$ cat config.mk
export PLATFORM = sky130hd
export DESIGN_NAME = sr595_rx
export DESIGN_NICKNAME = d
export VERILOG_FILES = /design/src/rtl/sr595_pkg.sv /design/src/rtl/sr595_sync_edge.sv /design/src/rtl/sr595_rx.sv
export SDC_FILE = /design/constraint.sdc
export NUM_CORES = 1
export LEC_CHECK = 0
export ABC_AREA = 1
export CAP_MARGIN = 0
export CELL_PAD_IN_SITES_DETAIL_PLACEMENT = 1
export CELL_PAD_IN_SITES_GLOBAL_PLACEMENT = 2
export CORE_UTILIZATION = 29
export DETAILED_ROUTE_END_ITERATION = 8
export PLACE_DENSITY = 0.86
export SYNTH_ARGS = -nofsm -noshare
export SYNTH_HDL_FRONTEND = slang
export SYNTH_HIERARCHICAL = 1
export SYNTH_SLANG_ARGS = --single-unit
$ cat constraint.sdc
create_clock -name clk -period 1.2 [get_ports clk]
set_input_delay 0.24 -clock clk [delete_from_list [all_inputs] [get_ports clk]]
set_output_delay 0.24 -clock clk [all_outputs]
set_load 0.1 [all_outputs]
$ cat src/rtl/sr595_pkg.sv
// Shared constants and helpers for the 74HC595 link receiver.
package sr595_pkg;

    localparam int SR595_WIDTH_DEFAULT = 12;
    localparam int SR595_SYNC_DEFAULT  = 2;

    function automatic int sr595_cnt_w(input int width);
        return $clog2(width + 2);
    endfunction

endpackage

$ cat src/rtl/sr595_sync_edge.sv
// Multi-flop pin synchronizer with a registered rising-edge detector.
module sr595_sync_edge #(
    parameter int   SYNC_STAGES = 2,
    parameter logic RST_VAL     = 1'b1
) (
    input  logic clk,
    input  logic rst,
    input  logic i_pin,
    output logic o_level,
    output logic o_rise
);

    logic [SYNC_STAGES-1:0] sync_q;
    logic                   prev_q;

    always_ff @(posedge clk) begin
        if (rst) begin
            sync_q <= {SYNC_STAGES{RST_VAL}};
            prev_q <= RST_VAL;
        end else begin
            sync_q <= {sync_q[SYNC_STAGES-2:0], i_pin};
            prev_q <= sync_q[SYNC_STAGES-1];
        end
    end

    assign o_level = sync_q[SYNC_STAGES-1];
    assign o_rise  = sync_q[SYNC_STAGES-1] & ~prev_q;

endmodule

$ cat src/rtl/sr595_rx.sv
// 74HC595 far-end receiver: rebuilds shift stage and storage latch on clk.
module sr595_rx
    import sr595_pkg::*;
#(
    parameter int WIDTH       = SR595_WIDTH_DEFAULT,
    parameter int SYNC_STAGES = SR595_SYNC_DEFAULT,
    parameter int CHECK_LEN   = 1
) (
    input  logic                               clk,
    input  logic                               rst,
    input  logic                               i_shcp,
    input  logic                               i_stcp,
    input  logic                               i_ds,
    input  logic                               i_oe,
    output logic [WIDTH-1:0]                   o_data,
    output logic [WIDTH-1:0]                   o_q,
    output logic                               o_valid,
    output logic                               o_oe_active,
    output logic [sr595_cnt_w(WIDTH)-1:0]      o_bit_cnt,
    output logic                               o_frame_err
);

    localparam int             CW       = sr595_cnt_w(WIDTH);
    localparam logic [CW-1:0]  CNT_FULL = CW'(WIDTH);
    localparam logic [CW-1:0]  CNT_MAX  = CW'(WIDTH + 1);

    logic                   shcp_rise;
    logic                   stcp_rise;
    logic                   shcp_lvl_unused;
    logic                   stcp_lvl_unused;
    logic                   oe_level;
    logic                   oe_rise_unused;
    logic [SYNC_STAGES-1:0] ds_q;
    logic                   ds_sync;
    logic [WIDTH-1:0]       shift_reg;

    sr595_sync_edge #(.SYNC_STAGES(SYNC_STAGES), .RST_VAL(1'b1)) u_shcp (
        .clk    (clk),
        .rst    (rst),
        .i_pin  (i_shcp),
        .o_level(shcp_lvl_unused),
        .o_rise (shcp_rise)
    );

    sr595_sync_edge #(.SYNC_STAGES(SYNC_STAGES), .RST_VAL(1'b1)) u_stcp (
        .clk    (clk),
        .rst    (rst),
        .i_pin  (i_stcp),
        .o_level(stcp_lvl_unused),
        .o_rise (stcp_rise)
    );

    sr595_sync_edge #(.SYNC_STAGES(SYNC_STAGES), .RST_VAL(1'b1)) u_oe (
        .clk    (clk),
        .rst    (rst),
        .i_pin  (i_oe),
        .o_level(oe_level),
        .o_rise (oe_rise_unused)
    );

    // Same depth as the SHCP path so each bit lines up with its shift edge.
    always_ff @(posedge clk) begin
        if (rst) begin
            ds_q <= '0;
        end else begin
            ds_q <= {ds_q[SYNC_STAGES-2:0], i_ds};
        end
    end

    assign ds_sync     = ds_q[SYNC_STAGES-1];
    assign o_oe_active = ~oe_level;

    always_ff @(posedge clk) begin
        if (rst) begin
            shift_reg   <= '0;
            o_data      <= '0;
            o_q         <= '0;
            o_valid     <= 1'b0;
            o_bit_cnt   <= '0;
            o_frame_err <= 1'b0;
        end else begin
            o_valid <= stcp_rise;
            o_q     <= o_oe_active ? o_data : '0;
            if (shcp_rise) begin
                shift_reg <= {shift_reg[WIDTH-2:0], ds_sync};
            end
            // Latch reads the pre-shift register when both clocks rise together.
            if (stcp_rise) begin
                o_data    <= shift_reg;
                o_bit_cnt <= shcp_rise ? CW'(1) : '0;
            end else if (shcp_rise && o_bit_cnt != CNT_MAX) begin
                o_bit_cnt <= o_bit_cnt + CW'(1);
            end
            if (CHECK_LEN != 0 && stcp_rise && o_bit_cnt != CNT_FULL) begin
                o_frame_err <= 1'b1;
            end
        end
    end

endmodule

Word level (Yosys, flattened, before mapping)
Cells that the tools add are included.
{"block": "classes", "n_addsub": 1, "multipliers": 0, "n_div": 0, "order_cmp": 0, "eq_ne": 2, "n_shift": 0, "n_mux": 3, "bitwise_logic": 5, "n_reduce_logical": 4}
{"op": "$mux 4", "count": 2}
{"op": "$ne 4x4->1 const B", "count": 2}
{"op": "$add 4x1->4 const B", "count": 1}
{"op": "$not 1->1", "count": 3}
{"op": "$and 1x1->1", "count": 2}
{"op": "$logic_and 1x1->1", "count": 2}
{"op": "$reduce_bool 2->1", "count": 1}
{"op": "$reduce_or 2->1", "count": 1}
{"op": "$mux 1", "count": 1}
{"block": "word_totals", "ff_bits": 52, "latchBits": 0, "ram_bits": 0, "rom_bits": 0, "in_bits": 6, "output_inout_bits": 31, "wordCells": 27, "n_memories": 0}

Logic depth before layout (Yosys ltp)
Gate-level depths: netlist of the first run.
{"block": "logic_depth", "depth_word": 5, "depth_mapped": 7, "ltp_nobuf": 7}

By module
Netlist of the first run, hierarchy kept.
{"mod": "sr595_rx", "n_inst": 1, "cells_per_inst": 168, "area_each_um2": 1496.4, "seq_area_each_um2": 880.8}
{"mod": "sr595_sync_edge", "n_inst": 3, "cells_per_inst": 11, "area_each_um2": 92.6, "seq_area_each_um2": 60.1}

Worst setup path before layout of the first run
Ideal clock, no wire load.
{"block": "synth_path", "path_kind": "register to register", "from": "reg o_bit_cnt[0]", "to": "reg o_bit_cnt[3]", "setup_time_ps": 117, "arrival_ps": 1764, "t_required_ps": 1083, "setup_slack_ps": -681, "path_stages_with_launch": 7, "path_buffers": 0, "cell_sequence": "dfxtp_1 ha_1 nand3_2 nand2_2 nor2_1 nor2_1 nor2_1"}
{"block": "synth_between", "elab_chain_cells": 3}
{"item": "start, declared", "line_no": "sr595_rx.sv:19", "rtl": "output logic [sr595_cnt_w(WIDTH)-1:0] o_bit_cnt,"}
{"item": "start signal, assigned", "line_no": "sr595_rx.sv:90", "rtl": "o_bit_cnt <= shcp_rise ? CW'(1) : '0;"}
{"item": "start signal, assigned", "line_no": "sr595_rx.sv:92", "rtl": "o_bit_cnt <= o_bit_cnt + CW'(1);"}
{"item": "$add 4x1->4 / $ne 4x4->1 (equally long branches)", "line_no": "sr595_rx.sv:92, sr595_rx.sv:91"}
{"item": "$mux 4 / $logic_and 1x1->1 (equally long branches)", "line_no": "sr595_rx.sv:91", "rtl": "end else if (shcp_rise && o_bit_cnt != CNT_MAX) begin"}
{"item": "$mux 4 / $reduce_bool 2->1 (equally long branches)"}
Several ways; a longest one is shown, not always the timed one. The select of a mux whose other input is x is not followed.
A chain may end at the register's enable or synchronous reset.

Worst setup path in the final report of the first run
{"block": "layout_path", "from": "reg u_oe.sync_q[1]", "to": "out o_oe_active"}
{"block": "layout_between", "elab_chain_cells": 1}
{"item": "start, declared", "line_no": "sr595_sync_edge.sv:13", "rtl": "logic [SYNC_STAGES-1:0] sync_q;"}
{"item": "start signal, assigned", "line_no": "sr595_sync_edge.sv:18", "rtl": "sync_q <= {SYNC_STAGES{RST_VAL}};"}
{"item": "start signal, assigned", "line_no": "sr595_sync_edge.sv:21", "rtl": "sync_q <= {sync_q[SYNC_STAGES-2:0], i_pin};"}
{"item": "$not 1->1", "line_no": "sr595_rx.sv:71", "rtl": "assign o_oe_active = ~oe_level;"}
{"item": "end, declared", "line_no": "sr595_rx.sv:18", "rtl": "output logic o_oe_active,"}
Every way passes these cells.

==> results of run 1 <==
## what timing repair did
item                       4_1_cts  5_1_grt
setup buffers                    1        0
setup endpoints to repair        1        4
hold endpoints to repair         0        0
hold buffers                     0        0
gates resized for setup          0        2
## path summary, 6_finish.rpt
check / endpoint / slack, ns / cells after the start
worst min-delay path: u_shcp/sync_q[1]$_SDFF_PP1_ / 0.41 / 2
worst max-delay path: o_oe_active / 0.04 / 2
worst min register to register: u_shcp/sync_q[1]$_SDFF_PP1_ / 0.41 / 2
worst max register to register: o_bit_cnt[0]$_SDFFE_PP0P_ / 0.10 / 6
## critical path, stage by stage, from the launching register on
cell and delay [ns]:
dfxtp_2 0.35, clkinvlp_4 0.10, buf_12 0.17
## power by group through the flow
stage                     combinational (mW)  clock (mW)  sequential (mW)
after CTS                              0.214       0.997             1.77
after global placement                 0.208           0             1.81
after global routing                   0.229        1.07             1.77
final                                  0.212       0.950             1.77
after detailed placement               0.212           0             1.81
after floorplan                       0.0956           0             1.84
## layer usage
layer	vias up	global-route usage (%)	share of wire, %
met5	-	0	0
met4	0	6.00	1.9
met3	6	3.66	3.8
met2	27	23.7	51
met1	638	14.7	43
li1	701	-	-
## area by class of cell
type                    count  share of cell area [%]
clock buffers               5                    2.57
clock inverters             2                   0.421
inverters                  44                    6.32
multi-input cells          94                    18.9
flip-flops and latches     52                    40.1
well taps                  72                    3.37
repair buffers             46                    28.4
## placed cells by master, fill, tap and decap left out
| master | count |
|---|---|
| clkinv_2 | 1 |
| clkdlybuf4s50_1 | 5 |
| nor2_1 | 23 |
| clkinvlp_4 | 1 |
| nand3_1 | 3 |
| ha_4 | 1 |
| o22ai_1 | 10 |
| a21oi_1 | 13 |
| o21ai_0 | 14 |
| buf_4 | 9 |
| clkbuf_8 | 5 |
| dfxtp_2 | 13 |
| nand4_1 | 3 |
| buf_12 | 32 |
| a21boi_0 | 1 |
| inv_2 | 3 |
| o21ai_1 | 2 |
| nor2_2 | 2 |
| ha_1 | 2 |
| nand3_4 | 1 |
| dfxtp_4 | 4 |
| nand2_1 | 15 |
| nand2_2 | 2 |
| inv_1 | 40 |
| a21oi_2 | 1 |
| inv_4 | 1 |
| nor2_4 | 1 |
| dfxtp_1 | 35 |
==> results.md, run 1 <==
- Status: finished, final reports clean
- Placement Cell Area: 2580 um^2
- Reg area: 1070 um^2
- CTS root buf: clkbuf_8
- Ratio of final minimum period to clock period: 96.6%
- Iteration-0 DRC Markers: 29
- Antenna diode count: 0
- First-pass GRT wire length: 6310 um
- CTS Buf Count: 5
- Minimum hold slack: 0.410 ns
- Longest Clk Path Bufs: 2
- Port Buffers: 36
- CTS Sinks: 52
- Num rows: 27
- H-tree levels: 2
- Post-route insts no fill: 315
- Core box area: 5640 um^2
- Clk pwr share: 32.4%
- Psw: 0.699 mW
- Full die area: 6320 um^2
- Net Sw Frac: 23.9%
- Layout cell share with drive strength beyond 1: 31.7%
- Vias in the first global route: 1320
- Fmax: 0.862 GHz
- I/O Pins: 37
- Initial Utilization: 30.8%
- Leakage: 1.05 nW
- Post-Syn Area: 1740 um^2
- Min Tclk post-route: 1.16 ns
- Fill cells: 634
- Combinational power share: 7.2%
- Pwr Total: 2.93 mW
- Crit path from: u_oe/sync_q[1]$_SDFF_PP1_
- Max cap viols: 0
- Final core utilization: 47.4%
- Area grow syn2layout: 53.6%
- Footprint of the multi-input gates: 504 um^2
- CTS tree: built
- Crit Path Max Fanout: 2
- Skew final: 0.00569 ns
- R2R Path Start: o_bit_cnt[1]$_SDFFE_PP0P_
- Post-route ant nets: 0
- Min-Delay Startpoint: u_shcp/sync_q[0]$_SDFF_PP1_
- Pre-Repair DR Iteration Count: 4
- Dpl ws: -0.247 ns
- CP Capture Type: output pin
- Arr. time, crit path: 0.92 ns
- Dpl hpwl: 2910 um
- Total negative slack: 0 ns
- Final GP Congestion: 0.759
- Final setup vio count: 0
- Final net count: 252
- Worst VDD drop: 0.000517 V
- CTS clk-pin slew, worst paths: 0.09 ns
- CP startpoint kind: register
- Final worst setup slack: 0.0404 ns
- Rel. slew slack: 80.9%
- Slew @ Worst Pin: 0.285 ns
- Via/cell ratio: 4.36
- Avg Cell Area, Syn: 8.83 um^2
- Gr usage total: 13.4%
- Gr ovfl total: 0
- Cell count after placement: 307
- Final Max Slew Viols: 0
- Wire length per cell: 12.0 um
- Type of the tightest min-delay check: register to register
- Final instance area: 2670 um^2
- Vias: 1372
- Pint: 2.23 mW
- Chip Width: 79.5 um
- Worst-skew pair later-pin latency: 0.30 ns
- Pwr/cell area: 1100 nW/um^2
- Die Y: 79.5 um
- Initial antenna violation count: 0
- RSZ-0062 raised after global routing: true
- Routed WL: 3790 um
- Final hold viol count: 0
- WP data required: 0.96 ns
- Seq pwr share: 60.4%
- Gate Count Post-Synth: 197
- Syn_nets: 206
- CP Class: register to output pin
- Largest net degree at the start of global routing: 21
- Synth warn: 6
- Drc violations: 0
Power figures use the tool's default switching activity.
==> run 2, diff against run 1 <==
--- a/config.mk
+++ b/config.mk
@@ -9,9 +9,9 @@
 export CAP_MARGIN = 0
 export CELL_PAD_IN_SITES_DETAIL_PLACEMENT = 1
 export CELL_PAD_IN_SITES_GLOBAL_PLACEMENT = 2
-export CORE_UTILIZATION = 29
+export CORE_UTILIZATION = 31
 export DETAILED_ROUTE_END_ITERATION = 8
-export PLACE_DENSITY = 0.86
+export PLACE_DENSITY = 0.91
 export SYNTH_ARGS = -nofsm -noshare
 export SYNTH_HDL_FRONTEND = slang
 export SYNTH_HIERARCHICAL = 1
==> constraint.sdc (replaced) <==
create_clock -name clk -period 1.5 [get_ports clk]
set_input_delay 0.3 -clock clk [delete_from_list [all_inputs] [get_ports clk]]
set_output_delay 0.3 -clock clk [all_outputs]
set_load 0.1 [all_outputs]
==> results.md, run 2 (same netlist as run 1, synthesis figures left out) <==
- Full die area: 5920 um^2 (-6.3%)
- Buffers & Inverters on Critical Path: 1 (-1)
- Worst-skew pair later-pin latency: 0.30 ns (about the same)
- Commonest non-fill, non-tap cell in the layout: dfxtp_1
- CP top delay family: flip-flops
- CTS Buf Count: 5 (unchanged)
- Resize count post-CTS: 0 (unchanged)
- Final instance area: 2630 um^2 (-1.8%)
- Critical-path cell list: buf_12
- H-tree levels: 2 (unchanged)
- Pre-Repair DR Iteration Count: 6 (+2)
- Routed WL: 3550 um (-6.3%)
- Antenna diode count: 0 (unchanged)
- Initial Utilization: 33.0% (+2.2 points)
- Via/cell ratio: 4.41 (+1.2%)
- Gr ovfl total: 0 (unchanged)
- CP Capture Type: output pin
- Iteration-0 DRC Markers: 51 (+76%)
- Most frequent cells in the layout: dfxtp_1 (48), inv_1 (42), buf_12 (32), nor2_1 (23), nand2_1 (16)
- Type of the tightest min-delay check: register to register
- Skew final: 0.00699 ns (+0.00130 ns)
- Die Y: 76.9 um (-3.2%)
- Fill cells: 610 (-3.8%)
- Hold Buf Count CTS: 0 (unchanged)
- Status: finished, final reports clean
- Wire length per cell: 11.4 um (-5.1%)
- Vias in the first global route: 1395 (+5.7%)
- Leakage: 1.04 nW (-0.57%)
- Post-route ant nets: 0 (unchanged)
- Rel. slew slack: 76.9% (-4.1 points)
- Drc violations: 0 (unchanged)
- Num rows: 26 (-3.7%)
- Final GP Congestion: 0.749 (-1.4%)
- Post-CTS setup buffer count: 0 (-1)
- First-pass GRT wire length: 6120 um (-3.1%)
- Layout cell share with drive strength beyond 1: 24.1% (-7.6 points)
- Fmax: 0.807 GHz
- Ratio of final minimum period to clock period: 82.7%
- CP startpoint kind: register
- Longest Clk Path Bufs: 2 (unchanged)
- CTS Sinks: 52 (unchanged)
- Worst VDD drop: 0.000492 V (-4.9%)
- Post-route insts no fill: 311 (-1.3%)
- Area grow syn2layout: 50.9%
- Minimum hold slack: 0.411 ns (+0.00151 ns)
- Final net count: 249 (-1.2%)
- Crit-path max cell delay: 0.44 ns (+0.09 ns)
- Total negative slack: 0 ns (unchanged)
- Dpl hpwl: 2750 um (-5.5%)
- Core box area: 5270 um^2 (-6.6%)
- Pwr/cell area: 966 nW/um^2 (-12%)
- Final Max Slew Viols: 0 (unchanged)
- Crit-path slowest cell: dfxtp_2
- Arr. time, crit path: 0.94 ns (+0.02 ns)
- Cell count after placement: 303 (-1.3%)
- CTS tree: built
- Placement Cell Area: 2510 um^2 (-2.6%)
- Pwr Total: 2.54 mW (-13%)
- Final setup vio count: 0 (unchanged)
- Min Tclk post-route: 1.24 ns
- Port Buffers: 36 (unchanged)
- CP Class: register to output pin
- Final hold viol count: 0 (unchanged)
- Initial antenna violation count: 0 (unchanged)
- Vias: 1371 (-0.073%)
- Chip Width: 76.9 um (-3.2%)
- RSZ-0062 raised after global routing: false
- WP data required: 1.20 ns (+0.24 ns)
- CTS root buf: clkbuf_8
- Slew @ Worst Pin: 0.347 ns (+0.0615 ns)
- Gr usage total: 13.2% (-0.15 points)
- I/O Pins: 37 (unchanged)
- Largest net degree at the start of global routing: 18 (-14%)
- Max cap viols: 0 (unchanged)
- Crit Path Max Fanout: 7 (+5)
- CTS clk-pin slew, worst paths: 0.09 ns (about the same)
==> run 2: worst paths after layout <==
kind	start	endpoint	slack, ns	cells after the start
setup / recovery	o_bit_cnt[2]$_SDFFE_PP0P_	o_bit_cnt[2]	0.26	1
hold / removal	u_stcp/sync_q[0]$_SDFF_PP1_	u_stcp/sync_q[1]$_SDFF_PP1_	0.41	2
setup reg to reg	u_shcp/sync_q[1]$_SDFF_PP1_	o_bit_cnt[0]$_SDFFE_PP0P_	0.27	6
hold reg to reg	u_stcp/sync_q[0]$_SDFF_PP1_	u_stcp/sync_q[1]$_SDFF_PP1_	0.41	2
==> run 2: final cells by class <==
type	instances	area (um^2)	area share [%]
Tap cell	70	87.6	3.33
Timing Repair Buffer	43	736	28.0
Inverter	44	165	6.29
Clock buffer	5	68.8	2.62
Sequential cell	52	1050	39.8
Multi-Input combinational cell	94	477	18.2
Clock inverter	3	46.3	1.76
==> run 2: per-stage QoR <==
step	setup WS (ns)	utilization [%]
6_report	0.260	49.8
5_1_grt	0.0957	49.8
4_1_cts	0.241	49.8
3_5_place_dp	0.0759	47.6
3_3_place_gp	0.123	47.6
2_1_floorplan	0.0163	-
==> run 2: per-layer routing <==
| layer | wire length [um] | part of all wire [%] | vias to the layer above | track usage [%] |
|---|---|---|---|---|
| met5 | 0 | 0 | - | 0 |
| met4 | 46 | 1.3 | 0 | 4.62 |
| met3 | 157 | 4.4 | 6 | 3.45 |
| met2 | 1890 | 53 | 36 | 25.0 |
| met1 | 1460 | 41 | 638 | 13.9 |
| li1 | - | - | 691 | - |
==> run 2: power by group <==
group	total [mW]	leakage, nW	internal, mW	switching (mW)
Clock	0.957	0.0548	0.502	0.455
Combinational	0.160	0.566	0.0602	0.100
Sequential	1.42	0.424	1.41	0.0145
==> run 2: tightest hold or removal path: stages (launching register included) <==
cell	delay, ns
dfxtp_1	0.32
inv_1	0.03
nand2_1	0.04
==> run 3, diff against run 2 <==
--- a/config.mk
+++ b/config.mk
@@ -9,9 +9,9 @@
 export CAP_MARGIN = 0
 export CELL_PAD_IN_SITES_DETAIL_PLACEMENT = 1
 export CELL_PAD_IN_SITES_GLOBAL_PLACEMENT = 2
-export CORE_UTILIZATION = 31
+export CORE_UTILIZATION = 29
 export DETAILED_ROUTE_END_ITERATION = 8
-export PLACE_DENSITY = 0.91
+export PLACE_DENSITY = 0.86
 export SYNTH_ARGS = -nofsm -noshare
 export SYNTH_HDL_FRONTEND = slang
 export SYNTH_HIERARCHICAL = 1
==> constraint.sdc (replaced) <==
create_clock -name clk -period 1.2 [get_ports clk]
set_input_delay 0.24 -clock clk [delete_from_list [all_inputs] [get_ports clk]]
set_output_delay 0.24 -clock clk [all_outputs]
set_load 0.1 [all_outputs]
==> results of run 3 <==
No change in the layout: final DEF, timing and power equal those of run 1.
